$ cat src/rtl/sdram_port_arbiter.sv
// sdram_port_arbiter: shares one Avalon-style SDRAM master port between three
// frame-buffer clients (0 = capture write, 1 = display read, 2 = analysis).
// Bursts are granted by fixed priority with an anti-starvation override.
// Returning read words are routed to their issuer through an in-order tag FIFO.
module sdram_port_arbiter #(
    parameter int ADDR_W     = 25,
    parameter int BURST_MAX  = 16,
    parameter int STARVE_LIM = 64,
    parameter int PEND_DEPTH = 8
) (
    input  logic                  clk,
    input  logic                  reset_n,
    input  logic [2:0]            req,
    input  logic [2:0]            we,
    input  logic [3*ADDR_W-1:0]   addr_flat,
    input  logic [47:0]           wdata_flat,
    output logic [2:0]            ack,
    output logic [2:0]            rvalid,
    output logic [15:0]           rdata,
    input  logic                  sd_wait_rq,
    input  logic [15:0]           sd_rdata,
    input  logic                  sd_rdata_valid,
    output logic [ADDR_W-1:0]     sd_addr,
    output logic [1:0]            sd_byte_en_n,
    output logic [15:0]           sd_data,
    output logic                  sd_read_n,
    output logic                  sd_write_n,
    output logic [1:0]            owner_out,
    output logic                  err
);
    localparam int PTR_W   = (PEND_DEPTH > 1) ? $clog2(PEND_DEPTH) : 1;
    localparam int BURST_W = $clog2(BURST_MAX + 1);
    localparam logic [BURST_W-1:0] BURST_LIM = BURST_W'(BURST_MAX);
    localparam logic [7:0]         STARVE_C  = 8'(STARVE_LIM);
    localparam logic [PTR_W:0]     DEPTH_C   = (PTR_W + 1)'(PEND_DEPTH);
    localparam logic [1:0]         NO_OWNER  = 2'd3;

    typedef enum logic [1:0] {IDLE, BUSY, DRAIN} state_t;

    state_t              state_q, state_d;
    logic [1:0]          owner_q, owner_d;
    logic [BURST_W-1:0]  burst_q, burst_d;
    logic [7:0]          starve_q [3];
    logic [1:0]          tag_q [PEND_DEPTH];
    logic [PTR_W-1:0]    wrPtr_q, rdPtr_q;
    logic [PTR_W:0]      count_q;
    logic [ADDR_W-1:0]   sdAddr_q;
    logic [15:0]         sdData_q;
    logic                sdReadN_q, sdWriteN_q;
    logic [2:0]          rvalid_q;
    logic [15:0]         rdata_q;
    logic                err_q;

    logic                cmdPending, fifoFull, fifoEmpty;
    logic                grant, ackAny, push, pop;
    logic                ownerReq, ownerWe;
    logic [1:0]          winner;
    logic [ADDR_W-1:0]   selAddr;
    logic [15:0]         selData;

    assign cmdPending = !sdReadN_q || !sdWriteN_q;
    assign fifoFull   = (count_q == DEPTH_C);
    assign fifoEmpty  = (count_q == '0);
    assign grant      = (state_q == IDLE) && (|req);
    assign push       = ackAny && !ownerWe;
    assign pop        = sd_rdata_valid && !fifoEmpty;

    // Pick the next owner: lowest starved requester first, else lowest requester.
    always_comb begin
        winner = 2'd0;
        for (int i = 2; i >= 0; i--) begin
            if (req[i]) winner = 2'(i);
        end
        for (int i = 2; i >= 0; i--) begin
            if (req[i] && (starve_q[i] >= STARVE_C)) winner = 2'(i);
        end
    end

    // Grant FSM next state, owner's command acknowledge and burst counting.
    always_comb begin
        state_d  = state_q;
        owner_d  = owner_q;
        burst_d  = burst_q;
        ack      = 3'b000;
        ackAny   = 1'b0;
        ownerReq = 1'b0;
        ownerWe  = 1'b0;
        selAddr  = '0;
        selData  = '0;
        case (owner_q)
            2'd0: begin
                ownerReq = req[0];
                ownerWe  = we[0];
                selAddr  = addr_flat[0 +: ADDR_W];
                selData  = wdata_flat[0 +: 16];
            end
            2'd1: begin
                ownerReq = req[1];
                ownerWe  = we[1];
                selAddr  = addr_flat[ADDR_W +: ADDR_W];
                selData  = wdata_flat[16 +: 16];
            end
            2'd2: begin
                ownerReq = req[2];
                ownerWe  = we[2];
                selAddr  = addr_flat[2*ADDR_W +: ADDR_W];
                selData  = wdata_flat[32 +: 16];
            end
            default: ;
        endcase
        case (state_q)
            IDLE: begin
                if (|req) begin
                    owner_d = winner;
                    burst_d = '0;
                    state_d = BUSY;
                end
            end
            BUSY: begin
                ackAny = ownerReq && (!cmdPending || !sd_wait_rq) &&
                         (burst_q < BURST_LIM) && (ownerWe || !fifoFull);
                if (ackAny) begin
                    ack     = 3'b001 << owner_q;
                    burst_d = burst_q + 1'b1;
                end
                if (!ownerReq || (burst_d == BURST_LIM) || (!ownerWe && fifoFull)) begin
                    state_d = DRAIN;
                end
            end
            DRAIN: begin
                if (!cmdPending) begin
                    state_d = IDLE;
                    owner_d = NO_OWNER;
                end
            end
            default: begin
                state_d = IDLE;
                owner_d = NO_OWNER;
            end
        endcase
    end

    // FSM state, owner and burst count registers.
    always_ff @(posedge clk or negedge reset_n) begin
        if (!reset_n) begin
            state_q <= IDLE;
            owner_q <= NO_OWNER;
            burst_q <= '0;
        end else begin
            state_q <= state_d;
            owner_q <= owner_d;
            burst_q <= burst_d;
        end
    end

    // Saturating wait counters; a client's counter clears when it wins a grant.
    always_ff @(posedge clk or negedge reset_n) begin
        if (!reset_n) begin
            for (int i = 0; i < 3; i++) starve_q[i] <= 8'd0;
        end else begin
            for (int i = 0; i < 3; i++) begin
                if (grant && (winner == 2'(i))) begin
                    starve_q[i] <= 8'd0;
                end else if (req[i] && (owner_q != 2'(i)) && (starve_q[i] != 8'hFF)) begin
                    starve_q[i] <= starve_q[i] + 8'd1;
                end
            end
        end
    end

    // Bus command register: load on ack, hold while stalled, release once accepted.
    always_ff @(posedge clk or negedge reset_n) begin
        if (!reset_n) begin
            sdAddr_q   <= '0;
            sdData_q   <= '0;
            sdReadN_q  <= 1'b1;
            sdWriteN_q <= 1'b1;
        end else if (ackAny) begin
            sdAddr_q   <= selAddr;
            sdData_q   <= selData;
            sdReadN_q  <= ownerWe;
            sdWriteN_q <= !ownerWe;
        end else if (cmdPending && !sd_wait_rq) begin
            sdReadN_q  <= 1'b1;
            sdWriteN_q <= 1'b1;
        end
    end

    // In-order tag FIFO recording which client issued each outstanding read.
    always_ff @(posedge clk or negedge reset_n) begin
        if (!reset_n) begin
            wrPtr_q <= '0;
            rdPtr_q <= '0;
            count_q <= '0;
            for (int i = 0; i < PEND_DEPTH; i++) tag_q[i] <= 2'd0;
        end else begin
            if (push) begin
                tag_q[wrPtr_q] <= owner_q;
                wrPtr_q        <= wrPtr_q + 1'b1;
            end
            if (pop) rdPtr_q <= rdPtr_q + 1'b1;
            if (push && !pop) begin
                count_q <= count_q + 1'b1;
            end else if (pop && !push) begin
                count_q <= count_q - 1'b1;
            end
        end
    end

    // Read return path and sticky error for data arriving with no read outstanding.
    always_ff @(posedge clk or negedge reset_n) begin
        if (!reset_n) begin
            rvalid_q <= 3'b000;
            rdata_q  <= 16'h0000;
            err_q    <= 1'b0;
        end else begin
            rvalid_q <= pop ? (3'b001 << tag_q[rdPtr_q]) : 3'b000;
            if (pop) rdata_q <= sd_rdata;
            if (sd_rdata_valid && fifoEmpty) err_q <= 1'b1;
        end
    end

    assign sd_addr      = sdAddr_q;
    assign sd_data      = sdData_q;
    assign sd_read_n    = sdReadN_q;
    assign sd_write_n   = sdWriteN_q;
    assign sd_byte_en_n = 2'b00;
    assign owner_out    = owner_q;
    assign rvalid       = rvalid_q;
    assign rdata        = rdata_q;
    assign err          = err_q;
endmodule
$ cat config.mk
export PLATFORM = sky130hd
export DESIGN_NAME = sdram_port_arbiter
export DESIGN_NICKNAME = d
export VERILOG_FILES = /design/src/rtl/sdram_port_arbiter.sv
export SDC_FILE = /design/constraint.sdc
export NUM_CORES = 1
export LEC_CHECK = 0
export BUFFER_PORTS_ARGS = -buffer_cell sky130_fd_sc_hd__buf_2
export CAP_MARGIN = 20
export CORE_MARGIN = 2
export CORE_UTILIZATION = 40
export DETAILED_ROUTE_END_ITERATION = 8
export GPL_ROUTABILITY_DRIVEN = 0
export PLACE_DENSITY = 0.69
export SLEW_MARGIN = 20
export SYNTH_ARGS = -nofsm -noshare
export SYNTH_HDL_FRONTEND = slang
export SYNTH_SLANG_ARGS = --single-unit
$ cat constraint.sdc
create_clock -name clk -period 3.8 [get_ports clk]
set_clock_uncertainty 0.05 [all_clocks]
set_input_delay 0.95 -clock clk [delete_from_list [all_inputs] [get_ports clk]]
set_output_delay 0.95 -clock clk [all_outputs]
set_load 0.01 [all_outputs]
Yosys cells after proc, flatten, opt, wreduce, memory -nomap -nowiden
Index checks and enable logic that the tools add are counted.
Widths: inputs -> output; s select.
{"block": "totals", "register_bits": 122, "output_inout_bits": 70, "inputBits": 149}
{"block": "classes", "n_mux": 42, "shift": 2, "order_cmp": 7, "n_eq_ne": 16, "bitwise_logic": 3, "n_reduce_logical": 54, "addsub": 8}
{"cell": "$pmux 25 s3", "count": 1}
{"cell": "$mux 8", "count": 6}
{"cell": "$pmux 16 s3", "count": 1}
{"cell": "$mux 2", "count": 14}
{"cell": "$add 8x1->8 const B", "count": 3}
{"cell": "$ge 8x7->1 const B", "count": 3}
{"cell": "$logic_and 1x1->1", "count": 24}
{"cell": "$ne 8x8->1 const B", "count": 3}
{"cell": "$bwmux 16", "count": 1}
{"cell": "$mux 5", "count": 3}
{"cell": "$reduce_bool 2->1", "count": 7}
{"cell": "$pmux 2 s3", "count": 2}
{"cell": "$logic_not 1->1", "count": 10}
{"cell": "$pmux 5 s2", "count": 1}
{"cell": "$mux 3", "count": 3}
{"cell": "$ge 4x4->1 const B", "count": 2}
{"cell": "$mux 4", "count": 2}
{"cell": "$not 3->4", "count": 2}
{"cell": "$add 3x1->3 const B", "count": 2}
{"cell": "$bmux 2 s3", "count": 1}
{"cell": "$demux 2 s3", "count": 1}
{"cell": "$eq 2x1->1 const B", "count": 3}
{"cell": "$eq 2x2->1 const B", "count": 3}
{"cell": "$logic_not 2->1", "count": 3}
{"cell": "other kinds (18)", "count": 31}

Logic depth before layout (Yosys ltp)
Gate-level depths: netlist of the first run.
{"block": "logic_depth", "ltp_word": 14, "ltp_mapped": 14, "ltp_nobuf": 11}

Least setup slack after synthesis of the first run
OpenSTA, ideal clock, no wires.
{"block": "synth_timing", "path_kind": "in2reg", "startpoint": "in sd_wait_rq", "endpoint": "reg count_q[3]", "path_buffers": 1, "cell_stages": 12, "setup_ns": 0.125, "setup_slack_ns": 0.595, "arrival_time_ns": 3.030, "t_required_ns": 3.625, "path_cell_list": "a21boi_0 -> or2_2 -> nor4b_4 -> buf_4 -> ha_1 -> inv_1 -> ha_1 -> a21o_1 -> a21oi_1 -> xnor2_1 -> nor2_1 -> xor2_1"}
{"block": "synth_via", "elab_chain_cells": 10, "elab_cells_between_ends": 12, "cone_classes": "mux (2); reduce/logical (10)"}
{"item": "start: declaration", "line_no": "20", "rtl": "input logic sd_wait_rq,"}
{"item": "$logic_not 1->1 *", "line_no": "120", "rtl": "ackAny = ownerReq && (!cmdPending || !sd_wait_rq) &&"}
{"item": "$logic_or 1x1->1 *", "line_no": "120"}
{"item": "$logic_and 1x1->1 * (2 in series)", "line_no": "120"}
{"item": "$logic_and 1x1->1 *", "line_no": "121", "rtl": "(burst_q < BURST_LIM) && (ownerWe || !fifoFull);"}
{"item": "$mux 1 *", "line_no": "111", "rtl": "case (state_q)"}
{"item": "$logic_and 1x1->1 *", "line_no": "65", "rtl": "assign push = ackAny && !ownerWe;"}
{"item": "named net push", "line_no": "55", "rtl": "logic grant, ackAny, push, pop;"}
{"item": "$logic_not 1->1", "line_no": "204", "rtl": "end else if (pop && !push) begin"}
{"item": "$logic_and 1x1->1", "line_no": "204"}
{"item": "$reduce_bool 2->1 (no line)"}
{"item": "end signal: assignment", "line_no": "203", "rtl": "count_q <= count_q + 1'b1;"}
{"item": "end signal: assignment", "line_no": "205", "rtl": "count_q <= count_q - 1'b1;"}
{"item": "end: declaration", "line_no": "46", "rtl": "logic [PTR_W:0] count_q;"}
The timed path passes the listed nets; every way through them passes the cells marked *.
A chain may end at the register's enable or synchronous reset.

Worst setup path in the final report of the first run
{"block": "layout_timing", "startpoint": "reg owner_q[1], in the netlist owner_out[1]", "endpoint": "out ack[1]"}
{"block": "layout_via", "elab_chain_cells": 7, "elab_cells_between_ends": 12, "cone_classes": "eq/ne (2); shift (1); mux (4); reduce/logical (5)"}
{"item": "start: declaration", "line_no": "41", "rtl": "logic [1:0] owner_q, owner_d;"}
{"item": "start signal: assignment", "line_no": "151", "rtl": "owner_q <= owner_d;"}
{"item": "$eq 2x2->1 (tied with other cells)", "line_no": "90", "rtl": "case (owner_q)"}
{"item": "$pmux 1 s3", "line_no": "90"}
{"item": "$logic_and 1x1->1 (2 in series)", "line_no": "120"}
{"item": "$logic_and 1x1->1", "line_no": "121"}
{"item": "$mux 3 *", "line_no": "122", "rtl": "if (ackAny) begin"}
{"item": "$mux 3 *", "line_no": "111"}
{"item": "end: declaration", "line_no": "17", "rtl": "output logic [2:0] ack,"}
Every way passes the cells marked *; elsewhere a longest branch is shown, timed or not.

==> impl_results.md, run 1 <==
- Status: complete, no violations
- Overall global routing resource usage: a little under a fifth
- Synth Area in Compound Gates: a little under an eighth
- Fin. Hold Viols: 0
- Final setup viols: 0
- Crit path capture type: output port
- Hold path start: err
- Area Overhead vs Synth: 29.7%
- Hold path endpoint: err
- Worst-Margin Slew: 0.838 ns
- Initial antenna violation count: 0
- Number of flops mapped to enable cells by yosys: 0
- Worst R2R End: count_q[3]
- Synth top area share: a little under half
- CTS buffer count: 17
- FFs w/ async S/R, synth: between 90% and 100%
- Max Cap Violations: 0
- Final min period: about 3.3 ns
- I/O Pins: about 220
- Total power: a little over 6 mW
- Syn Inst Count: 620
- DR iter-0 viols: ~230
- Crit Path Category: reg2out
- HP Class: reg2reg
- Final worst-path cycle share: between 80 and 90%
- Main combinational cell family by area after synthesis: multiplexers
- Avg Cell Area, Syn: 10.2 um2
- Fillers: about 1,400
- Multiplexer share of the synthesized area: 15.4%
- Worst path required time: around 2.8 ns
- Post-route ant nets: 0
- Final Max Slew Viols: 0
- Final worst setup slack: ~0.47 ns
- Post-synth cell types: 54
- Worst Reg-to-Reg Cells: 11
- Setup crit start kind: flop
- Post-CTS Setup Repair Bufs: 0
- Place WS: a little over 0.5 ns
- Worst VDD drop: approximately 0.00034 V
- Worst reg2reg setup slack: between 0.9 and 1 ns
- Nets: between 900 and 1,000
- Seq/Total Area, Yosys: approximately half
- Die ar.: roughly 0.017 mm2
- Final Cell Area: about 0.008 mm2
- Arr. time, crit path: 2.33 ns
- Vias in the first global route: roughly 5,000
- Std cell rows: 45
- Global-route wire length before repair: roughly 24,000 um
- Reg2Reg Launch Point: owner_out[1]
- Gr ovfl total: 0
- Clock Pin Slew Worst Setup and Hold Paths: 0.05 ns
- Lkg Pwr: around 4.0 nW
- Worst-path fanout max: 9
- Power Dens Cells: 751 mW/mm2
- Port bufs: between 200 and 250
- #FFs+latches synth: between 100 and 150
- Netlist Area Pre-Place: 0.00631 mm2
- Synth warn: 0
- Final wirelength: ~15,000 um
- Clock Path Buffers: 2
- DR pass1 iterations: 4
- Horiz. Die Dim: ~130 um
- Hold path depth: 1
- Largest net degree at the start of global routing: 83
- Clock Sinks: about 120
- FF+latch area: approximately 0.0031 mm2
- Cts repair resizes: 0
- Vias per cell: 4.96
- Placed inst area: about 0.0076 mm2
- Via count: 5,225
- DRC viols: 0
- Max_slew headroom: 44.2%
- Hold Buf Count CTS: 0
- Simple-gate share of the synthesized area: ~15%
- RSZ-0062 raised after global routing: false
- Adder-cell share of the synthesized area: around 2.1%
- Root Buffer: clkbuf_16
- Worst-Skew Late Latency: approximately 0.41 ns
- CTS tree: built
- Top post-synthesis cells by area: dfrtp_1 (47%), mux2i_1 (7.1%), mux2_2 (5.2%), nor2_1 (5.1%), a21oi_1 (3.6%)
- Post-synthesis xor/xnor area fraction: 4.02%
- CTS H-tree lvls: 4
- Share of layout cells above drive strength 1: between 30% and 40%
- Core area: around 0.015 mm2
- Multi-input logic area: a little over 0.003 mm2
- Die Y-Extent: 130 um
- Fmax: about 0.30 GHz
- Setup TNS Final: 0 ns
- Detail Placement HPWL: 11,100 um
- Initial Util: 41.2%
- Top_reg_cell synth: dfrtp_1
- Largest area contributor in the netlist: dfrtp_1
- Wire per inst: between 10 and 15 um
state kept, by name, indices dropped and copies added, names as in the netlist, 4 cells and up:
| signal | flops |
|---|---|
| burst_q | 5 |
| count_q | 4 |
| rdata | 16 |
| sd_addr | 25 |
| sd_data | 16 |
| starve_q | 24 |
| tag_q | 16 |
worst max-delay path, cell delays in order (launching register included):
cell	delay [ns]
dfstp_4	0.68
mux2i_1	0.14
o2bb2ai_2	0.35
nand4_1	0.25
buf_4	0.22
nor3_1	0.12
buf_2	0.15
per-layer routing:
metal	share of wire [%]	track usage, %	wire length (um)
met1	43	23.0	6440
met2	50	29.5	7420
met5	0	0	0
met3	6.1	6.03	905
met4	1.1	6.14	161
layout make-up:
type,count,area share (%)
diodes,1,0.0306
clock buffers,25,6.17
clock inverters,7,1.07
inverters,8,0.367
multi-input cells,454,37.5
flip-flops and latches,122,37.4
well taps,211,3.22
repair buffers,225,14.2
cells by family (layout without fill, tap and decap cells):
| logic type | count (synthesis) | count (layout) |
|---|---|---|
| buffers and inverters | 45 | 265 |
| adders and majority gates | 10 | 10 |
| xor gates and xnor gates | 29 | 29 |
| muxes | 87 | 87 |
| AOI/OAI and AO/OA | 124 | 124 |
| DFF | 122 | 122 |
| and+or+nand+nor | 202 | 202 |
| other | 1 | 3 |
per-stage QoR:
stage | util [%] | cells | hold WS [ns]
floorplan | - | 621 | 0.402
global placement | 49.6 | 1020 | 0.394
detailed placement | 49.6 | 1020 | 0.415
CTS | 53.4 | 1052 | 0.425
global route | 53.4 | 1052 | 0.443
finish | 53.5 | 1053 | 0.420
placed cells by master, fill, tap and decap left out, drive strengths merged, types with 3 or more instances in the layout:
master and count:
a21o 4, a21oi 45, and4b 3, buf 225
clkbuf 25, clkinv 4, dfrtp 118, dfstp 4
ha 9, inv 8, mux2 37, mux2i 46
mux4 4, nand2 54, nand2b 5, nand3 14
nand4 5, nor2 85, nor2b 5, nor3 16
o21ai 53, o31ai 3, xnor2 23, xor2 6
worst max path at each step:
stage / end / startpoint / depth (start not counted) / slack (ns)
after CTS: ack[1] / owner_out[0] / 6 / 0.40
after global placement: ack[0] / req[0] / 6 / 0.50
after global routing: ack[1] / owner_out[1] / 6 / 0.26
final: ack[1] / owner_out[1] / 6 / 0.47
after detailed placement: ack[1] / req[0] / 7 / 0.51
after floorplan: count_q[3] / sd_wait_rq / 12 / 0.59
where the power goes:
| part | switching (mW) | total (mW) | internal, mW |
|---|---|---|---|
| registers | 0.371 | 2.15 | 1.78 |
| clock network | 0.543 | 1.59 | 1.05 |
| logic | 1.34 | 2.41 | 1.07 |
| total | 2.25 | 6.15 | 3.90 |
cell usage after synthesis, drive strengths merged, types with 4 or more instances:
cell type and count:
nor2b 5, dfstp 4, buf 21, mux2 37, nor2 85, a21o 4, dfrtp 118, nor3 16
xor2 6, clkbuf 16, mux4 4, nand4 5, inv 8, mux2i 46, o21ai 53, xnor2 23
nand2b 5, a21oi 45, nand2 54, ha 9, nand3 14
Power figures use the tool's default switching activity.
==> inputs of run 2 (changes only) <==
--- a/config.mk
+++ b/config.mk
@@ -5,13 +5,14 @@
 export SDC_FILE = /design/constraint.sdc
 export NUM_CORES = 1
 export LEC_CHECK = 0
-export BUFFER_PORTS_ARGS = -buffer_cell sky130_fd_sc_hd__buf_2
 export CAP_MARGIN = 20
+export CORE_ASPECT_RATIO = 0.8
 export CORE_MARGIN = 2
 export CORE_UTILIZATION = 40
 export DETAILED_ROUTE_END_ITERATION = 8
+export DONT_BUFFER_PORTS = 1
 export GPL_ROUTABILITY_DRIVEN = 0
-export PLACE_DENSITY = 0.69
+export PLACE_DENSITY = 0.57
 export SLEW_MARGIN = 20
 export SYNTH_ARGS = -nofsm -noshare
 export SYNTH_HDL_FRONTEND = slang
==> run 2 against run 1 <==
  * Largest power group is now sequential cells
  * Clock power is 9% higher
  * Highest routed layer unchanged
  * Count of clock-buffer cells in the layout is 4 lower
  * Worst setup slack better by 0.0047 ns
  * Die area hardly changed
==> impl_results.md, run 2 (synthesis results as in run 1) <==
- Status: complete, no violations
- DR top layer: met4
- Worst setup startpoint: owner_out[0]
- Port bufs: 0
- Post-CTS Setup Repair Bufs: 0
- Die Y-Extent: approximately 120 um
- Max_slew headroom: between 40% and 50%
- Vias in the first global route: between 4,000 and 5,000
- CP Capture Point: ack[1]
- HP Class: in2async
- Arr. time, crit path: 2.33 ns
- Nets: ~770
- RSZ-0062 raised after global routing: false
- Setup TNS Final: 0 ns
- Initial antenna violation count: 0
- Final setup viols: 0
- Crit Path Category: reg2out
- Routed wl met3: 868 um
- CTS tree: built
- Crit-path cells: buf_4, nand3b_1, o211ai_4, nand4_1, nor3_1, buf_4
- Core area: about 0.016 mm2
- Antenna cell count: 0
- Hold Slack: 0.184 ns
- FF+latch area: around 0.003 mm2
- CTS H-tree lvls: 4
- Overall global routing resource usage: between 15 and 20%
- Place WS: roughly 0.61 ns
- Max Cap Violations: 0
- Area Overhead vs Synth: 13.4%
- Final Max Slew Viols: 0
- Lkg Pwr: 3.12 nW
- Fmax: between 0.3 and 0.4 GHz
- Std cell rows: between 40 and 50
- Worst VDD drop: ~0.00033 V
- Worst-path fanout max: 32
- Worst R2R End: count_q[3]
- Via count: 4,423
- Fin. Hold Viols: 0
- Worst path required time: 2.80 ns
- CP max-delay cell: dfstp_2
- CTS buffer count: 17
- DR WL met2: a little under 7000 um
- Crit path capture type: output port
- Final wirelength: between 10,000 and 15,000 um
- DR pass1 iterations: 4
- Global-route wire length before repair: approximately 22,000 um
- Final worst setup slack: 0.474 ns
- Vias per cell: 5.26
- DRC viols: 0
- Setup crit start kind: flop
- Largest register FFs: 25
- Final worst-path cycle share: around 88%
- Root Buffer: clkbuf_16
- Worst-Margin Slew: between 0.8 and 0.9 ns
- Initial Util: roughly 40%
- Reg2Reg Launch Point: owner_out[1]
- Most common cell after layout, fill and taps aside: dfrtp_1
- Worst reg2reg setup slack: between 0.8 and 0.9 ns
- Clock Path Buffers: 2
- Die ar.: ~0.017 mm2
- Detail Placement HPWL: roughly 10,000 um
- DRT met1 WL: between 6000 and 7000 um
- Slowest stage delay, CP: 0.54 ns
- Cts repair resizes: 0
- Hold Buf Count CTS: 0
- Power Dens Cells: 838 mW/mm2
- Most frequent cells in the layout: dfrtp_1 (118), nor2_1 (85), nand2_1 (54)
- Worst-Skew Late Latency: 0.41 ns
- Post-route ant nets: 0
- Wire per inst: between 15 and 20 um
- DR iter-0 viols: 207
- I/O Pins: roughly 220
- Worst Reg-to-Reg Cells: 11
- Clock Pin Slew Worst Setup and Hold Paths: approximately 0.060 ns
- Fillers: approximately 1,500
- Final min period: around 3.3 ns
- Clock Sinks: around 120
- Gr ovfl total: 0
- Most used cell, CP: buf_4
- Share of layout cells above drive strength 1: between 10% and 20%
- Largest net degree at the start of global routing: approximately 120
- Multi-input logic area: about 0.0031 mm2
- Horiz. Die Dim: ~140 um
## run 2: changes by cell type in the layout (fill, tap and decap cells not counted), sizes merged
cell	delta
buf	-215
bufinv	+2
clkbuf	-4
clkinvlp	+2
diode	-1
## run 2: power breakdown
part           switching, mW  internal [mW]  leakage, nW
clock                  0.574           1.16        0.311
sequential             0.557           1.78         1.55
combinational           1.07          0.855         1.26
## run 2: metrics by stage
stage | total power, mW | std cells | instance area, um2 | utilization, %
finish | 6.00 | 841 | 7150 | 45.9
global route | 6.44 | 841 | 7150 | 45.9
CTS | 6.08 | 841 | 7150 | 45.9
detailed placement | 4.31 | 809 | 6510 | 41.7
global placement | 4.22 | 809 | 6510 | 41.7
floorplan | 3.84 | 621 | 6310 | -
## run 2: cell type report
type | count | area share (%)
timing repair buffer | 10 | 1.05
sequential | 122 | 42.8
clock buffer | 21 | 6.72
inverter | 8 | 0.420
tap | 215 | 3.76
clock inverter | 11 | 2.33
multi-input combinational | 454 | 42.9
## run 2: how the worst min path moves through the flow
stage | start | end | slack [ns] | cells past startpoint
2_1_floorplan | tag_q[10] | tag_q[10] | 0.40 | 1
3_3_place_gp | tag_q[2] | tag_q[2] | 0.43 | 1
3_5_place_dp | tag_q[9] | tag_q[9] | 0.43 | 1
4_1_cts | reset_n | count_q[3] | 0.16 | 0
5_1_grt | reset_n | count_q[3] | 0.15 | 0
6_report | reset_n | count_q[3] | 0.18 | 0
## run 2: per-layer routing
layer	global-route usage, %	vias to the layer above
met5	0	-
met1	21.2	2114
met4	5.63	0
li1	-	2150
met3	5.29	14
met2	27.5	145
## run 2: worst max-delay path, delay by kind of cell (launching register included)
kind / cells / cell delay, ns
AOI/OAI and AO/OA: 1 / 0.19
buffers and inverters: 2 / 0.48
DFF: 1 / 0.54
and+or+nand+nor: 3 / 0.71
